### config.mk
export PLATFORM = sky130hd
export DESIGN_NAME = nd_reduce_pipe
export DESIGN_NICKNAME = d
export VERILOG_FILES = /design/src/rtl/nd_reduce_pipe.sv
export SDC_FILE = /design/constraint.sdc
export NUM_CORES = 1
export LEC_CHECK = 0
export ABC_CLOCK_PERIOD_IN_PS = 1700
export CAP_MARGIN = 10
export CORE_AREA = 4 4 41 43
export CTS_CLUSTER_DIAMETER = 150
export DETAILED_ROUTE_END_ITERATION = 12
export DIE_AREA = 0 0 45 47
export PLACE_DENSITY_LB_ADDON = 0.12
export SLEW_MARGIN = 20
export SYNTH_ARGS = -nofsm -noshare
export SYNTH_HDL_FRONTEND = slang
export SYNTH_SLANG_ARGS = --single-unit
### constraint.sdc
create_clock -name CK -period 1.7 [get_ports CK]
set_clock_uncertainty 0.1 [all_clocks]
set_input_delay 0.51 -clock CK [delete_from_list [all_inputs] [get_ports CK]]
set_output_delay 0.51 -clock CK [all_outputs]
set_load 0.03 [all_outputs]
### src/rtl/nd_reduce_pipe.sv
// Pipelined N-input NAND/AND/NOR/OR reduction with valid/ready flow control.
// Define ND_REDUCE_PIPE_CNT_EN to build the Z=0 output-transfer counter; otherwise CNT is tied to 0.
module nd_reduce_pipe #(
  parameter int WIDTH  = 5,
  parameter int STAGES = 1
) (
  input  logic             CK,
  input  logic             RN,
  input  logic [WIDTH-1:0] A,
  input  logic [1:0]       MODE,
  input  logic             IVLD,
  output logic             IRDY,
  output logic             Z,
  output logic             OVLD,
  input  logic             ORDY,
  input  logic             CNTCLR,
  output logic [15:0]      CNT
);

  logic [STAGES-1:0] stg_vld;
  logic [STAGES-1:0] stg_res;
  logic [STAGES-1:0] stg_load;
  logic              gate_res;

  always_comb begin
    gate_res = 1'b0;
    case (MODE)
      2'b00:   gate_res = ~(&A);
      2'b01:   gate_res = &A;
      2'b10:   gate_res = ~(|A);
      default: gate_res = |A;
    endcase
  end

  // A stage may load when it, or any stage between it and the output, has room.
  always_comb begin : load_chain
    logic room;
    room     = ORDY;
    stg_load = '0;
    for (int k = STAGES - 1; k >= 0; k--) begin
      room        = room | ~stg_vld[k];
      stg_load[k] = room;
    end
  end

  always_ff @(posedge CK or negedge RN) begin
    if (!RN) begin
      stg_vld <= '0;
      stg_res <= '0;
    end else begin
      if (stg_load[0]) begin
        stg_vld[0] <= IVLD;
        stg_res[0] <= gate_res;
      end
      for (int k = 1; k < STAGES; k++) begin
        if (stg_load[k]) begin
          stg_vld[k] <= stg_vld[k-1];
          stg_res[k] <= stg_res[k-1];
        end
      end
    end
  end

  assign IRDY = stg_load[0];
  assign Z    = stg_res[STAGES-1];
  assign OVLD = stg_vld[STAGES-1];

`ifdef ND_REDUCE_PIPE_CNT_EN
  logic [15:0] cnt_q;

  always_ff @(posedge CK or negedge RN) begin
    if (!RN) begin
      cnt_q <= '0;
    end else if (CNTCLR) begin
      cnt_q <= '0;
    end else if (OVLD && ORDY && !Z && (cnt_q != 16'hFFFF)) begin
      cnt_q <= cnt_q + 16'd1;
    end
  end

  assign CNT = cnt_q;
`else
  logic unused_cntclr;

  assign unused_cntclr = CNTCLR;
  assign CNT           = '0;
`endif

endmodule

Word-level counts from Yosys, hierarchy flattened
Cells that the tools add are included.
W data, S select, Z words.
{"block": "word_totals", "register_bits": 2, "input_bits": 12, "out_inout_bits": 19}
{"block": "classes", "mux": 1, "n_bitwise": 4, "n_reduce_logical": 3, "eq_ne": 2}
{"op": "$reduce_and A5 Y1", "count": 1}
{"op": "$reduce_or A5 Y1", "count": 1}
{"op": "$not A1 Y1", "count": 3}
{"op": "$pmux W1 S3", "count": 1}
{"op": "$eq A2 B1 Y1 const B", "count": 1}
{"op": "$eq A2 B2 Y1 const B", "count": 1}
{"op": "$logic_not A2 Y1", "count": 1}
{"op": "$or A1 B1 Y1", "count": 1}

Depth between registers and ports, before layout
{"block": "depth", "word_depth": 3, "ltp_mapped": 4, "ltp_nobuf": 4}

Least setup slack after synthesis
No wires, ideal clock.
{"block": "synth_path", "path_kind": "input to register", "startpoint": "in A[0]", "endpoint": "reg stg_res (netlist: Z)", "setup_time_ps": 131, "path_stages": 3, "t_required_ps": 1469, "setup_slack_ps": -19, "t_arrival_ps": 1487, "path_cell_list": "o41a_1 o2111a_1 or3_1"}
{"block": "synth_via", "elab_chain_cells": 3, "word_cells_on_any_way": 5, "classes_between": "mux (1); bitwise (2); reduce/logical (2)"}
{"item": "start: declaration", "line": "9", "source": "input logic [WIDTH-1:0] A,"}
{"item": "$reduce_or A5 Y1 / $reduce_and A5 Y1 (equally long branches)"}
{"item": "$not A1 Y1 (on tied branches)", "line": "30, 28"}
{"item": "$pmux W1 S3 *", "line": "27", "source": "case (MODE)"}
{"item": "end signal: indexed assignment", "line": "58", "source": "stg_res[k] <= stg_res[k-1];"}
{"item": "end: declaration", "line": "21", "source": "logic [STAGES-1:0] stg_res;"}
Mark *: on every way between the ends. The rest lies on a longest branch, timed or not.
A chain may end at the register's enable or synchronous reset.

Worst setup path after layout
{"block": "layout_path", "startpoint": "in A[2]", "endpoint": "reg stg_res (netlist: Z)"}
Same word-level chain as after synthesis.

==> summary by stage <==
Run status
The run finished with clean final reports.

Drt
After the first detailed-routing iteration, the DRC count stood at 0. The number of vias in the routed layout is 222. The overall routed net length is 619 um. The mean number of vias per cell is 3.524. The count of unresolved DRC violations after routing is 0. The routed wirelength normalized by instance count is ~9.8 um.

Once detail routing completed, the nets flagged for antenna violations numbered 0. The number of search-and-repair iterations in the first detailed-routing pass is 1.

Setup path
STA puts the critical path data arrival time at 1.65 ns. The worst setup path is captured at a register. The highest fanout seen on the critical path is 2.

The setup path with the least slack is of type in -> reg. The critical path data required time is about 1.7 ns. The startpoint type of the worst setup path is an input pin. Counting both buffers and inverters, the worst setup path holds a total of 1. The largest single stage delay on the critical path is 0.42 ns. Broken down by cell family, the worst path's largest delay share belongs to compound AO/OA/AOI/OAI gates. Traced cell by cell, the critical path runs through clkdlybuf4s15_1, o41a_1, o2111a_1, or3_1.

The critical path's slowest cell is o41a_1.

Yosys
The synthesized area is 251.5 um^2. The number of distinct library cell variants in the gate-level netlist after synthesis is 13. The mean instance size in the synthesized netlist is 8.672 um^2. Of all cell types, the one taking the most synthesized area is buf_4.

The post-synthesis cell count is 29. In the post-synthesis netlist, the biggest area contributors are buf_4 48%, dfrtp_1 20%, a41o_2 4.5%. The post-synthesis sequential area ratio is 0.1990. Counting flops and latches in the post-synthesis netlist gives 2.

The area fraction of the dominant cell type after synthesis is 0.4776. During synthesis, Yosys emitted a total of 0 warnings.

Die
The chip height is 47 um. The floorplan step defined a die boundary enclosing 2115 um^2. The number of rows in the core area is 13. The die boundary width is between 40 and 50 um. The floorplan step defined a core boundary enclosing 1301 um^2.

The starting utilization of the core area is 0.1933. The count of boundary I/O pins is 31.

Final layout
The area growth from synthesis to layout is 53.23%. After routing the design area is just under 400 um^2. In the final layout, the share of cells above drive strength 1 is 0.2500. The commonest non-fill, non-tap cell in the layout is conb_1. The finished layout holds 63 standard cells, fillers aside. For this run, the post-layout net count is just over 60. In the layout the commonest cells are 16 x conb_1, 5 x clkdlybuf4s50_1, 4 x clkdlybuf4s15_1, 4 x buf_4, 3 x clkbuf_4. The number of filler cells placed in the layout is 154.

0 antenna diodes ended up in the layout.

Clocking
Counting every sink on the clock net gives 2. The CTS tree is done. The number of H-tree levels is 1.

The clock latency of the later-clocked register in the worst-skew pair is between 0.2 and 0.25 ns. The root buffer cell is clkbuf_4. No sink is reached through more buffers than the 2 on the longest clock path. The clock slew seen by the registers of the worst setup and hold paths is 0.03 ns.

The number of buffers added by the clock tree synthesis step is 3.

Power
The static power due to leakage is about 0.19 nW. The fraction of power spent switching nets is 0.3848. Of the total power, registers draw 0.199. The clock power share is 0.370. The internal portion of total power is ~0.17 mW. Of the total power, combinational logic draws 0.431. The switching power summed over all nets is 0.1075 mW.

VDD sags by at most 0.2877 mV. In this run the power density over the cells is approximately 720 nW/um^2.

Placed design
The post-detailed-placement cell area is 349.1 um^2. The weighted congestion reported at the end of routability-driven placement is 0.6974. The wire-length estimate of the detail-placed layout is 523.8 um. The post-placement cell count is 58. Port buffering added 13 buffers.

Timing
The worst path needs 1.657 ns of the cycle, external delays included. The fmax is 603.6 MHz. Setup repair after global routing left no endpoint under its margin.

The share of the clock period used by the worst path after layout is 0.9745. The number of hold violations in the final report came to 0. The tightest hold margin is roughly 0.35 ns. Setup violations remaining at the end of the flow were counted as 0.

The total count of max-transition violations in the final report is 0.

Flow run
The number of max-capacitance violations reported is 0.

Global route
The number of antenna violations at the first check in global routing is 0. Entering global routing, the biggest net connects 4 pins. The overall track demand over capacity in global routing is 0.05771. The via count of the first global-routing pass is roughly 200.

The wire length of the first global-routing pass is 841 um. Global routing finished with a remaining overflow of 0.

Min path
The worst hold path belongs to the class in -> async.
==> cell usage after synthesis <==
cell type / n
a41o_2: 1
buf_4: 16
conb_1: 1
dfrtp_1: 2
inv_1: 1
nand2b_1: 1
nand3b_1: 1
nor2b_1: 1
nor4_1: 1
o2111a_1: 1
o31ai_1: 1
o41a_1: 1
or3_1: 1
==> sequential cells by signal, summed over array words and instances, names as in the netlist <==
register and count:
OVLD 1, Z 1
==> metrics by stage <==
stage | power [mW] | worst slack (ns) | util | setup TNS (ns)
after floorplan | 0.1580 | 0.02726 | - | 0
after global placement | 0.1756 | -0.4554 | 0.2683 | -0.7321
after detailed placement | 0.1764 | -0.4568 | 0.2683 | -0.7279
after CTS | 0.2868 | 0.002961 | 0.2933 | 0
after global routing | 0.2954 | 0.01083 | 0.2962 | 0
final | 0.2794 | 0.04337 | 0.2962 | 0
==> cell families after synthesis <==
group / count (synthesis) / synth area share
flops: 2 / 0.1990
compound gates: 4 / 0.1642
other cells: 1 / 0.01491
buf+inv: 17 / 0.4925
simple gates: 5 / 0.1294
==> worst paths after layout <==
path | slack (ns) | from | endpoint | depth (start not counted)
max | 0.04 | A[2] | Z$_DFFE_PN0P_ | 4
min | 0.35 | RN | Z$_DFFE_PN0P_ | 1
max reg2reg | 0.38 | OVLD$_DFFE_PN0P_ | Z$_DFFE_PN0P_ | 5
min reg2reg | 0.51 | Z$_DFFE_PN0P_ | Z$_DFFE_PN0P_ | 3
max in group asynchronous | 1.02 | RN | OVLD$_DFFE_PN0P_ | 1
min in group CK | 0.51 | Z$_DFFE_PN0P_ | Z$_DFFE_PN0P_ | 3
==> layout make-up <==
class	instances	area (um^2)	share of cell area
inverter	1	3.754	0.009740
clock buffer	3	22.52	0.05844
timing repair buffer	17	153.9	0.3994
sequential	2	50.05	0.1299
multi-input combinational	25	136.4	0.3539
tap	15	18.77	0.04870
==> power by group through the flow <==
stage / clock (mW) / combinational, mW / sequential [mW]
final: 0.103 / 0.120 / 0.0555
after global placement: 0 / 0.119 / 0.0563
after global routing: 0.110 / 0.129 / 0.0566
after CTS: 0.113 / 0.118 / 0.0557
after floorplan: 0 / 0.0915 / 0.0665
after detailed placement: 0 / 0.120 / 0.0564
==> layer usage <==
layer	part of all wire	routed length, um	global-route usage
met3	0.19	118	0.04598
met5	0	0	0
met1	0.38	236	0.05923
met2	0.43	264	0.08192
met4	0	0	0.03509
==> timing repair <==
item	CTS	global route
hold buffers	0	0
pin swaps	3	3
gates resized for setup	14	3
setup endpoints to repair	4	2
buffers inserted	2	0
endpoints found under the hold margin	0	0
Power figures use the tool's default switching activity.
